==> src/rtl/vscale_hasti_arbiter_if.sv <==
// One HASTI (AHB-lite) bus. A master drives the address phase and write data.
// The slave side returns read data, ready and response.
interface vscale_hasti_arbiter_if;
    logic [31:0] haddr;
    logic        hwrite;
    logic [2:0]  hsize;
    logic [2:0]  hburst;
    logic        hmastlock;
    logic [3:0]  hprot;
    logic [1:0]  htrans;
    logic [31:0] hwdata;
    logic [31:0] hrdata;
    logic        hready;
    logic        hresp;

    modport master (
        output haddr, hwrite, hsize, hburst, hmastlock, hprot, htrans, hwdata,
        input  hrdata, hready, hresp
    );

    modport slave (
        input  haddr, hwrite, hsize, hburst, hmastlock, hprot, htrans, hwdata,
        output hrdata, hready, hresp
    );
endinterface

==> src/rtl/vscale_hasti_arbiter.sv <==
// Two-master, one-slave HASTI arbiter. m0 (dmem) has priority and m1 (imem) has a starvation guard.
// A per-master completion buffer lets ownership move while the previous owner still requests.
//
// Handshake: a master's address phase is accepted on a rising edge where its hready is 1
// and htrans != IDLE. Its data phase completes on the next rising edge where its hready is 1.
module vscale_hasti_arbiter #(
    parameter int MAX_WAIT  = 4,
    parameter int CNT_WIDTH = 4
) (
    input  logic                  clk,
    input  logic                  reset,
    vscale_hasti_arbiter_if.slave  m0,
    vscale_hasti_arbiter_if.slave  m1,
    vscale_hasti_arbiter_if.master s
);
    typedef enum logic [1:0] {OWN_NONE = 2'd0, OWN_M0 = 2'd1, OWN_M1 = 2'd2} owner_e;

    localparam logic [CNT_WIDTH-1:0] MAX_CNT = CNT_WIDTH'(MAX_WAIT);
    localparam logic [CNT_WIDTH-1:0] CNT_ONE = CNT_WIDTH'(1);

    owner_e                 data_owner_q, data_owner_d;
    owner_e                 lock_owner_q, lock_owner_d;
    owner_e                 grant;
    logic [CNT_WIDTH-1:0]   wait_cnt_q, wait_cnt_d;
    logic                   held0_q, held0_d, held1_q, held1_d;
    logic [31:0]            held0_rdata_q, held0_rdata_d, held1_rdata_q, held1_rdata_d;
    logic                   held0_resp_q, held0_resp_d, held1_resp_q, held1_resp_d;
    logic                   req0, req1, cap0, cap1, grant_lock, owner_lock;
    logic [33:0]            m0_resp, m1_resp;

    // Returns {hready, hresp, hrdata} as seen by one master.
    function automatic logic [33:0] master_resp(
        input logic        held,
        input logic [31:0] held_rdata,
        input logic        held_resp,
        input logic        owner,
        input logic        req,
        input logic        granted,
        input logic        cap,
        input logic        s_rdy,
        input logic [31:0] s_rd,
        input logic        s_rs
    );
        logic        rdy;
        logic        rs;
        logic [31:0] rd;
        rdy = 1'b1;
        rs  = 1'b0;
        rd  = 32'h0;
        if (held) begin
            rdy = granted && s_rdy;
            rs  = held_resp && rdy;
            rd  = held_rdata;
        end else if (owner) begin
            rdy = s_rdy && !cap;
            rs  = s_rs && !cap;
            rd  = s_rd;
        end else if (req) begin
            rdy = granted && s_rdy;
        end
        return {rdy, rs, rd};
    endfunction

    always_comb begin
        req0  = (m0.htrans != 2'b00);
        req1  = (m1.htrans != 2'b00);
        grant = OWN_NONE;
        if (reset)                              grant = OWN_NONE;
        else if (lock_owner_q != OWN_NONE)      grant = lock_owner_q;
        else if (req1 && wait_cnt_q >= MAX_CNT) grant = OWN_M1;
        else if (req0)                          grant = OWN_M0;
        else if (req1)                          grant = OWN_M1;
    end

    always_comb begin
        s.haddr     = 32'h0;
        s.hwrite    = 1'b0;
        s.hsize     = 3'h0;
        s.hburst    = 3'h0;
        s.hmastlock = 1'b0;
        s.hprot     = 4'h0;
        s.htrans    = 2'b00;
        grant_lock  = 1'b0;
        case (grant)
            OWN_M0: begin
                s.haddr = m0.haddr;  s.hwrite = m0.hwrite;  s.hsize = m0.hsize;
                s.hburst = m0.hburst; s.hmastlock = m0.hmastlock; s.hprot = m0.hprot;
                s.htrans = m0.htrans; grant_lock = m0.hmastlock;
            end
            OWN_M1: begin
                s.haddr = m1.haddr;  s.hwrite = m1.hwrite;  s.hsize = m1.hsize;
                s.hburst = m1.hburst; s.hmastlock = m1.hmastlock; s.hprot = m1.hprot;
                s.htrans = m1.htrans; grant_lock = m1.hmastlock;
            end
            default: ;
        endcase
        case (data_owner_q)
            OWN_M0:  s.hwdata = m0.hwdata;
            OWN_M1:  s.hwdata = m1.hwdata;
            default: s.hwdata = 32'h0;
        endcase
        case (lock_owner_q)
            OWN_M0:  owner_lock = m0.hmastlock;
            OWN_M1:  owner_lock = m1.hmastlock;
            default: owner_lock = 1'b0;
        endcase
    end

    // The data owner loses the grant while requesting again: park its completed beat.
    assign cap0 = s.hready && (data_owner_q == OWN_M0) && req0 && (grant != OWN_M0);
    assign cap1 = s.hready && (data_owner_q == OWN_M1) && req1 && (grant != OWN_M1);

    always_comb begin
        m0_resp = master_resp(held0_q, held0_rdata_q, held0_resp_q, data_owner_q == OWN_M0,
                              req0, grant == OWN_M0, cap0, s.hready, s.hrdata, s.hresp);
        m1_resp = master_resp(held1_q, held1_rdata_q, held1_resp_q, data_owner_q == OWN_M1,
                              req1, grant == OWN_M1, cap1, s.hready, s.hrdata, s.hresp);
        if (reset) begin
            m0_resp = {1'b1, 1'b0, 32'h0};
            m1_resp = {1'b1, 1'b0, 32'h0};
        end
        {m0.hready, m0.hresp, m0.hrdata} = m0_resp;
        {m1.hready, m1.hresp, m1.hrdata} = m1_resp;
    end

    always_comb begin
        data_owner_d  = data_owner_q;
        lock_owner_d  = lock_owner_q;
        wait_cnt_d    = wait_cnt_q;
        held0_d       = held0_q;
        held0_rdata_d = held0_rdata_q;
        held0_resp_d  = held0_resp_q;
        held1_d       = held1_q;
        held1_rdata_d = held1_rdata_q;
        held1_resp_d  = held1_resp_q;
        if (s.hready) begin
            data_owner_d = grant;
            if (cap0) begin
                held0_d = 1'b1; held0_rdata_d = s.hrdata; held0_resp_d = s.hresp;
            end else if (held0_q && grant == OWN_M0) begin
                held0_d = 1'b0;
            end
            if (cap1) begin
                held1_d = 1'b1; held1_rdata_d = s.hrdata; held1_resp_d = s.hresp;
            end else if (held1_q && grant == OWN_M1) begin
                held1_d = 1'b0;
            end
            if (req1 && grant != OWN_M1)
                wait_cnt_d = (wait_cnt_q >= MAX_CNT) ? MAX_CNT : wait_cnt_q + CNT_ONE;
            else
                wait_cnt_d = '0;
            if (grant != OWN_NONE && grant_lock)
                lock_owner_d = grant;
            else if (lock_owner_q != OWN_NONE && !owner_lock)
                lock_owner_d = OWN_NONE;
        end
    end

    always_ff @(posedge clk) begin
        if (reset) begin
            data_owner_q  <= OWN_NONE;
            lock_owner_q  <= OWN_NONE;
            wait_cnt_q    <= '0;
            held0_q       <= 1'b0;
            held0_rdata_q <= 32'h0;
            held0_resp_q  <= 1'b0;
            held1_q       <= 1'b0;
            held1_rdata_q <= 32'h0;
            held1_resp_q  <= 1'b0;
        end else begin
            data_owner_q  <= data_owner_d;
            lock_owner_q  <= lock_owner_d;
            wait_cnt_q    <= wait_cnt_d;
            held0_q       <= held0_d;
            held0_rdata_q <= held0_rdata_d;
            held0_resp_q  <= held0_resp_d;
            held1_q       <= held1_d;
            held1_rdata_q <= held1_rdata_d;
            held1_resp_q  <= held1_resp_d;
        end
    end
endmodule

==> src/flat_wrapper.sv <==
// flat-port wrapper written by rule: the top's interface ports become plain ports
module vscale_hasti_arbiter_flat 
#(
    parameter int MAX_WAIT  = 4,
    parameter int CNT_WIDTH = 4
)
  (clk, reset, m0_haddr, m0_hwrite, m0_hsize, m0_hburst, m0_hmastlock, m0_hprot, m0_htrans, m0_hwdata, m0_hrdata, m0_hready, m0_hresp, m1_haddr, m1_hwrite, m1_hsize, m1_hburst, m1_hmastlock, m1_hprot, m1_htrans, m1_hwdata, m1_hrdata, m1_hready, m1_hresp, s_haddr, s_hwrite, s_hsize, s_hburst, s_hmastlock, s_hprot, s_htrans, s_hwdata, s_hrdata, s_hready, s_hresp);
  vscale_hasti_arbiter_if m0_i ();
  vscale_hasti_arbiter_if m1_i ();
  vscale_hasti_arbiter_if s_i ();
  input  logic clk;
  input  logic reset;
  input wire logic [$bits(m0_i.haddr)-1:0] m0_haddr;
  input wire logic [$bits(m0_i.hwrite)-1:0] m0_hwrite;
  input wire logic [$bits(m0_i.hsize)-1:0] m0_hsize;
  input wire logic [$bits(m0_i.hburst)-1:0] m0_hburst;
  input wire logic [$bits(m0_i.hmastlock)-1:0] m0_hmastlock;
  input wire logic [$bits(m0_i.hprot)-1:0] m0_hprot;
  input wire logic [$bits(m0_i.htrans)-1:0] m0_htrans;
  input wire logic [$bits(m0_i.hwdata)-1:0] m0_hwdata;
  output wire logic [$bits(m0_i.hrdata)-1:0] m0_hrdata;
  output wire logic [$bits(m0_i.hready)-1:0] m0_hready;
  output wire logic [$bits(m0_i.hresp)-1:0] m0_hresp;
  input wire logic [$bits(m1_i.haddr)-1:0] m1_haddr;
  input wire logic [$bits(m1_i.hwrite)-1:0] m1_hwrite;
  input wire logic [$bits(m1_i.hsize)-1:0] m1_hsize;
  input wire logic [$bits(m1_i.hburst)-1:0] m1_hburst;
  input wire logic [$bits(m1_i.hmastlock)-1:0] m1_hmastlock;
  input wire logic [$bits(m1_i.hprot)-1:0] m1_hprot;
  input wire logic [$bits(m1_i.htrans)-1:0] m1_htrans;
  input wire logic [$bits(m1_i.hwdata)-1:0] m1_hwdata;
  output wire logic [$bits(m1_i.hrdata)-1:0] m1_hrdata;
  output wire logic [$bits(m1_i.hready)-1:0] m1_hready;
  output wire logic [$bits(m1_i.hresp)-1:0] m1_hresp;
  output wire logic [$bits(s_i.haddr)-1:0] s_haddr;
  output wire logic [$bits(s_i.hwrite)-1:0] s_hwrite;
  output wire logic [$bits(s_i.hsize)-1:0] s_hsize;
  output wire logic [$bits(s_i.hburst)-1:0] s_hburst;
  output wire logic [$bits(s_i.hmastlock)-1:0] s_hmastlock;
  output wire logic [$bits(s_i.hprot)-1:0] s_hprot;
  output wire logic [$bits(s_i.htrans)-1:0] s_htrans;
  output wire logic [$bits(s_i.hwdata)-1:0] s_hwdata;
  input wire logic [$bits(s_i.hrdata)-1:0] s_hrdata;
  input wire logic [$bits(s_i.hready)-1:0] s_hready;
  input wire logic [$bits(s_i.hresp)-1:0] s_hresp;
  assign m0_i.haddr = m0_haddr;
  assign m0_i.hwrite = m0_hwrite;
  assign m0_i.hsize = m0_hsize;
  assign m0_i.hburst = m0_hburst;
  assign m0_i.hmastlock = m0_hmastlock;
  assign m0_i.hprot = m0_hprot;
  assign m0_i.htrans = m0_htrans;
  assign m0_i.hwdata = m0_hwdata;
  assign m0_hrdata = m0_i.hrdata;
  assign m0_hready = m0_i.hready;
  assign m0_hresp = m0_i.hresp;
  assign m1_i.haddr = m1_haddr;
  assign m1_i.hwrite = m1_hwrite;
  assign m1_i.hsize = m1_hsize;
  assign m1_i.hburst = m1_hburst;
  assign m1_i.hmastlock = m1_hmastlock;
  assign m1_i.hprot = m1_hprot;
  assign m1_i.htrans = m1_htrans;
  assign m1_i.hwdata = m1_hwdata;
  assign m1_hrdata = m1_i.hrdata;
  assign m1_hready = m1_i.hready;
  assign m1_hresp = m1_i.hresp;
  assign s_haddr = s_i.haddr;
  assign s_hwrite = s_i.hwrite;
  assign s_hsize = s_i.hsize;
  assign s_hburst = s_i.hburst;
  assign s_hmastlock = s_i.hmastlock;
  assign s_hprot = s_i.hprot;
  assign s_htrans = s_i.htrans;
  assign s_hwdata = s_i.hwdata;
  assign s_i.hrdata = s_hrdata;
  assign s_i.hready = s_hready;
  assign s_i.hresp = s_hresp;
  vscale_hasti_arbiter #(.MAX_WAIT(MAX_WAIT), .CNT_WIDTH(CNT_WIDTH)) u_core (.clk(clk), .reset(reset), .m0(m0_i), .m1(m1_i), .s(s_i));
endmodule
==> config.mk <==
export PLATFORM = sky130hd
export DESIGN_NAME = vscale_hasti_arbiter_flat
export DESIGN_NICKNAME = d
export VERILOG_FILES = /design/src/rtl/vscale_hasti_arbiter_if.sv /design/src/rtl/vscale_hasti_arbiter.sv /design/src/flat_wrapper.sv
export SDC_FILE = /design/constraint.sdc
export NUM_CORES = 1
export LEC_CHECK = 0
export CORE_AREA = 2 2 132 134
export CTS_CLUSTER_DIAMETER = 100
export DETAILED_ROUTE_END_ITERATION = 8
export DIE_AREA = 0 0 134 136
export HOLD_SLACK_MARGIN = 0.15
export PLACE_DENSITY = 0.67
export SLEW_MARGIN = 25
export SYNTH_ARGS = -nofsm -noshare
export SYNTH_HDL_FRONTEND = slang
export SYNTH_SLANG_ARGS = --single-unit
==> constraint.sdc <==
create_clock -name clk -period 7.39 [get_ports clk]
set_input_delay 1.478 -clock clk [delete_from_list [all_inputs] [get_ports clk]]
set_output_delay 1.478 -clock clk [all_outputs]
set_load 0.02 [all_outputs]
==> flow_summary.json, run 1 <==
{
  "fin_skew_ps": 4.08,
  "crit_required_ps": 5910,
  "die-area_sq_mm": 0.0182,
  "cts_buffers": 9,
  "start_kind": "input pin",
  "ys_ff_latch": 76,
  "worstMarginPinSlew_ps": 812,
  "maxSlewHeadroom_pct": 45.8,
  "fin_crit_sh_pct": 84.0,
  "cts_tree": "yes",
  "antenna_left": 0,
  "cp.arrival_ps": 4730,
  "min-delay-start": "u_core.held1_rdata_q[15]",
  "rsz0062_at_grt": "no",
  "avgRoutedWirePerCell_microns": 17.3,
  "tns_ps": 0,
  "wl_mm": 23.3,
  "clkTransAtPathRegs_ps": 60,
  "slew_viol_final": 0,
  "finalCriticalPeriod_ps": 6210,
  "antenna_found_initial": 0,
  "gp_congestion": 0.842,
  "area_delta_synth_final_pct": 72.0,
  "hold_viol_final": 0,
  "setup_violations": 0,
  "netlist_area_sq_mm": 0.00518,
  "cts.sinks": 76,
  "critical_path_class": "input pin to output pin",
  "status": "finished, final reports clean",
  "power_density_mw_per_mm2": 141,
  "grt_overflow": 0,
  "vias_per_cell": 4.92,
  "dr.pass1.iters": 5,
  "insertion_delay_ps": 340,
  "hold_buffers": 0,
  "avgSynthCellArea_sq_um": 6.17,
  "cts_setup_buffers": 0,
  "fin_nets": 1320,
  "grt_pass1_vias": 6113,
  "crit_start": "m1_htrans[0]",
  "pre_cts_slack_ps": 1190,
  "diodes": 0,
  "p_leak_nw": 3.15,
  "drive_gt1_share_pct": 3.65,
  "yosys_warnings": 0,
  "hp-class": "register to register",
  "cts_resized": 0,
  "core_area_sq_mm": 0.0169,
  "portBuffers": 337,
  "syn_nets": 1041,
  "grt_use_total_pct": 24.8,
  "cts_max_level": 3,
  "fmax_mhz": 161,
  "end_kind": "output pin",
  "clk_path_buf_depth": 2,
  "synthCells": 840,
  "initial_core_util_pct": 30.7,
  "via_count": 6637,
  "cp_max_fo": 32,
  "die_y_microns": 136,
  "yosysSeqAreaShare_pct": 29.3,
  "grt_max_degree": 83,
  "rows": 48,
  "drtIter0Drc": 535,
  "synth_cell_types": 36,
  "r2r-start": "u_core.lock_owner_q[1]",
  "drc": 0,
  "maxCapViolCount": 0,
  "grt_pass1_wl_mm": 34.9,
  "fp.dieW_microns": 134,
  "clockRootBuffer": "clkbuf_16",
  "dp_hpwl_mm": 17.4,
  "finalWorstSetupSlack_ps": 1180,
  "peakVddDrop_mv": 0.114,
  "ioPinCount": 338
}
==> synth_stat cells, drive strengths merged <==
| master | instances | share of area, % |
|---|---|---|
| nand4 | 2 | 0.24 |
| nor2 | 170 | 12 |
| nand2 | 202 | 15 |
| inv | 5 | 0.36 |
| o22ai | 2 | 0.24 |
| or3 | 1 | 0.12 |
| o21ai | 1 | 0.096 |
| nand3 | 1 | 0.096 |
| nor3b | 1 | 0.14 |
| dfxtp | 76 | 29 |
| nor3 | 3 | 0.29 |
| a32oi | 1 | 0.17 |
| nand3b | 1 | 0.14 |
| and3 | 1 | 0.12 |
| clkbuf | 60 | 4.4 |
| o31ai | 1 | 0.14 |
| a211oi | 3 | 0.43 |
| nand4b | 2 | 0.34 |
| a21oi | 136 | 13 |
| a211o | 1 | 0.17 |
| mux2 | 1 | 0.22 |
| buf | 22 | 1.8 |
| ha | 9 | 2.2 |
| or2 | 5 | 0.60 |
| nor2b | 47 | 5.7 |
| nand2b | 2 | 0.24 |
| o32ai | 2 | 0.34 |
| a22o | 1 | 0.17 |
| or4b | 1 | 0.19 |
| a22oi | 78 | 11 |
| and4b | 1 | 0.19 |
| mux2i | 1 | 0.19 |
==> worst max-delay path, stage by stage <==
cell and delay [ps]:
clkdlybuf4s50_1 440, nor2_1 260, a21oi_1 80, mux2i_1 300, or2_2 190, ha_2 580
buf_4 310, nand4b_1 160, nand4b_1 110, a21oi_1 140, clkdlybuf4s50_1 670
==> per-layer routing <==
layer / part of all wire [%] / track usage [%] / up-vias
li1: - / - / 3358
met5: 0 / 0 / -
met2: 52 / 43.7 / 224
met4: 1.7 / 5.85 / 0
met3: 7.4 / 8.24 / 20
met1: 39 / 29.0 / 3035
==> placed cells by master (no fill, tap or decap), types with 3 or more instances in the layout <==
master / n
a211oi_1: 3
a21oi_1: 136
a22oi_1: 78
buf_4: 14
clkbuf_16: 9
clkbuf_8: 4
clkdlybuf4s50_1: 336
dfxtp_1: 74
ha_1: 4
ha_2: 5
inv_1: 4
nand2_1: 202
nor2_1: 170
nor2b_1: 47
nor3_1: 3
or2_2: 4
==> final timing paths <==
kind                               to  slack [ps]  cells past startpoint
min reg2reg  u_core.held1_rdata_q[15]         450                      2
max reg2reg  u_core.held1_rdata_q[24]        4120                     10
max                          m0_hresp        1180                     11
min          u_core.held1_rdata_q[15]         450                      2
==> metrics by stage <==
step                hold WS (ps)  total power, mW  util (%)  std cells  instance area, sq um
floorplan                    436            0.614         -        840                  5180
global placement             442            0.831      51.1       1333                  8630
detailed placement           447            0.833      51.1       1333                  8630
CTS                          455             1.27      52.8       1348                  8910
global route                 471             1.31      52.8       1348                  8920
finish                       454             1.25      52.8       1348                  8920
==> report_power, final <==
part	internal (mW)	leakage (nW)	switching [mW]	total (mW)
registers	0.420	0.616	0.00861	0.429
clock network	0.262	0.145	0.169	0.431
logic	0.198	2.38	0.196	0.394
==> cells by family (layout without fill, tap and decap cells) <==
kind of cell,count (synthesis),in the layout,synth area share (%)
muxes,2,2,0.410
buffers and inverters,87,370,6.56
DFF,76,76,29.3
AOI/OAI and AO/OA,226,226,26.2
adders and majority gates,9,9,2.17
and+or+nand+nor,440,440,35.3
==> area by class of cell <==
| type | count | area (sq um) |
|---|---|---|
| sequential | 76 | 1520 |
| tap | 225 | 282 |
| inverter | 5 | 18.8 |
| timing repair buffer | 350 | 3470 |
| fill | 1691 | 7960 |
| multi-input combinational | 677 | 3340 |
| clock inverter | 1 | 5.00 |
| clock buffer | 14 | 284 |
==> registers in the layout, summed over array words and instances, names as in the netlist <==
name	flops
u_core.data_owner_q	2
u_core.held0_q	1
u_core.held1_rdata_q	32
u_core.held1_resp_q	1
u_core.held0_resp_q	1
u_core.wait_cnt_q	4
u_core.held0_rdata_q	32
u_core.lock_owner_q	2
u_core.held1_q	1
Note: power is estimated with default switching activity, not from simulation.
==> inputs of run 2 (changes only) <==
CORE_AREA = 2 2 133 135   (was 2 2 132 134)
DIE_AREA = 0 0 135 137   (was 0 0 134 136)
PLACE_DENSITY = 0.69   (was 0.67)
clock period = 5.6 ns   (was 7.39 ns; I/O delays follow)
==> flow_summary.json, run 2 (synthesis results as in run 1) <==
{
  "status": "finished, final reports clean",
  "grt_pass1_vias": 6014,
  "vias_per_cell": 5.01,
  "portBuffers": 337,
  "start_kind": "input pin",
  "tns_ps": 0,
  "drtIter0Drc": 476,
  "die_y_microns": 137,
  "clkTransAtPathRegs_ps": 60,
  "crit_required_ps": 4480,
  "whs_ps": 452,
  "gp_congestion": 0.885,
  "fin_skew_ps": 6.45,
  "avgRoutedWirePerCell_microns": 17.5,
  "layout_commonest_cell": "clkdlybuf4s50_1",
  "worstMarginPinSlew_ps": 789,
  "peakVddDrop_mv": 0.125,
  "hp-class": "register to register",
  "post_dp_cell_area_sq_mm": 0.00870,
  "rsz0062_at_grt": "no",
  "cts.sinks": 76,
  "grt_pass1_wl_mm": 34.2,
  "grt_overflow": 0,
  "cp.arrival_ps": 4020,
  "finalCriticalPeriod_ps": 5140,
  "maxCapViolCount": 0,
  "wl_mm": 23.7,
  "dr.pass1.iters": 4,
  "antenna_found_initial": 6,
  "dp_hpwl_mm": 17.8,
  "cts_tree": "yes",
  "cts_resized": 0,
  "drc": 0,
  "fmax_mhz": 195,
  "clk_path_buf_depth": 2,
  "via_count": 6785,
  "cp_max_fo": 47,
  "power_density_mw_per_mm2": 184,
  "die-area_sq_mm": 0.0185,
  "maxSlewHeadroom_pct": 47.4,
  "setup_violations": 0,
  "initial_core_util_pct": 30.4,
  "drive_gt1_share_pct": 4.26,
  "p_total_mw": 1.65,
  "rows": 48,
  "cts_buffers": 9,
  "critical_path_class": "input pin to output pin",
  "slew_viol_final": 0,
  "hold_buffers": 0,
  "hold_viol_final": 0,
  "antenna_left": 0,
  "fin_area_sq_mm": 0.00900,
  "mostFrequentLayoutCells": "clkdlybuf4s50_1 (332), nand2_1 (202), nor2_1 (170)",
  "grt_max_degree": 74,
  "fin_crit_sh_pct": 91.7,
  "p_leak_nw": 3.18,
  "grt_use_total_pct": 24.1,
  "ioPinCount": 338,
  "fp.dieW_microns": 135,
  "fin_nets": 1322,
  "largestRegisters": "u_core.held0_rdata_q: 32 flops, u_core.held1_rdata_q: 32 flops, u_core.wait_cnt_q: 4 flops",
  "fin_util_pct": 52.8,
  "insertion_delay_ps": 330,
  "cts_max_level": 3,
  "cts_setup_buffers": 0,
  "core_area_sq_mm": 0.0171,
  "end_kind": "output pin",
  "area_delta_synth_final_pct": 73.6,
  "clockRootBuffer": "clkbuf_16"
}
run 2: cell types whose count changed in the layout (fill, tap and decap cells not counted), moves of 2 or more:
cell	previous run	this run
clkdlybuf4s50_1	336	332
buf_12	0	5
clkinv_2	1	3
diode_2	0	3
ha_2	5	3
run 2: final timing paths:
path	start	endpoint	slack, ps	cells past startpoint
setup / recovery	m1_htrans[1]	s_haddr[29]	460	9
hold / removal	u_core.held0_rdata_q[30]	u_core.held0_rdata_q[30]	450	2
setup reg to reg	u_core.lock_owner_q[0]	u_core.lock_owner_q[0]	2670	9
hold reg to reg	u_core.held0_rdata_q[30]	u_core.held0_rdata_q[30]	450	2
run 2: area by class of cell:
type / count / area, sq um
Multi-Input combinational cell: 677 / 3340
Clock buffer: 12 / 267
Tap cell: 225 / 282
Timing Repair Buffer: 352 / 3540
Sequential cell: 76 / 1520
Antenna cell: 3 / 7.51
Clock inverter: 4 / 22.5
Fill cell: 1773 / 8060
Inverter: 5 / 18.8
run 2: report_power, final:
part           switching (mW)  leakage [nW]  internal, mW  total (mW)
sequential             0.0119         0.616         0.555       0.567
combinational           0.261          2.42         0.266       0.527
clock                   0.225         0.144         0.334       0.559
run 2: critical path, cell delays in order:
cell	delay (ps)
clkdlybuf4s50_1	470
nor2_1	220
o21ai_0	120
mux2_2	320
or2_2	300
ha_1	280
buf_4	320
nor2b_1	190
clkdlybuf4s50_1	670
run 2: metal layers:
layer,vias up,global-route usage [%],share of wire (%)
met3,40,6.04,7.1
li1,3364,-,-
met2,260,41.8,50
met4,6,8.85,2.7
met1,3115,28.9,40
met5,-,0,0.18
run 2: through the flow:
stage               std cells  worst slack (ps)
floorplan                 840              1270
global placement         1335               538
detailed placement       1335               482
CTS                      1351               477
global route             1353               279
finish                   1354               464
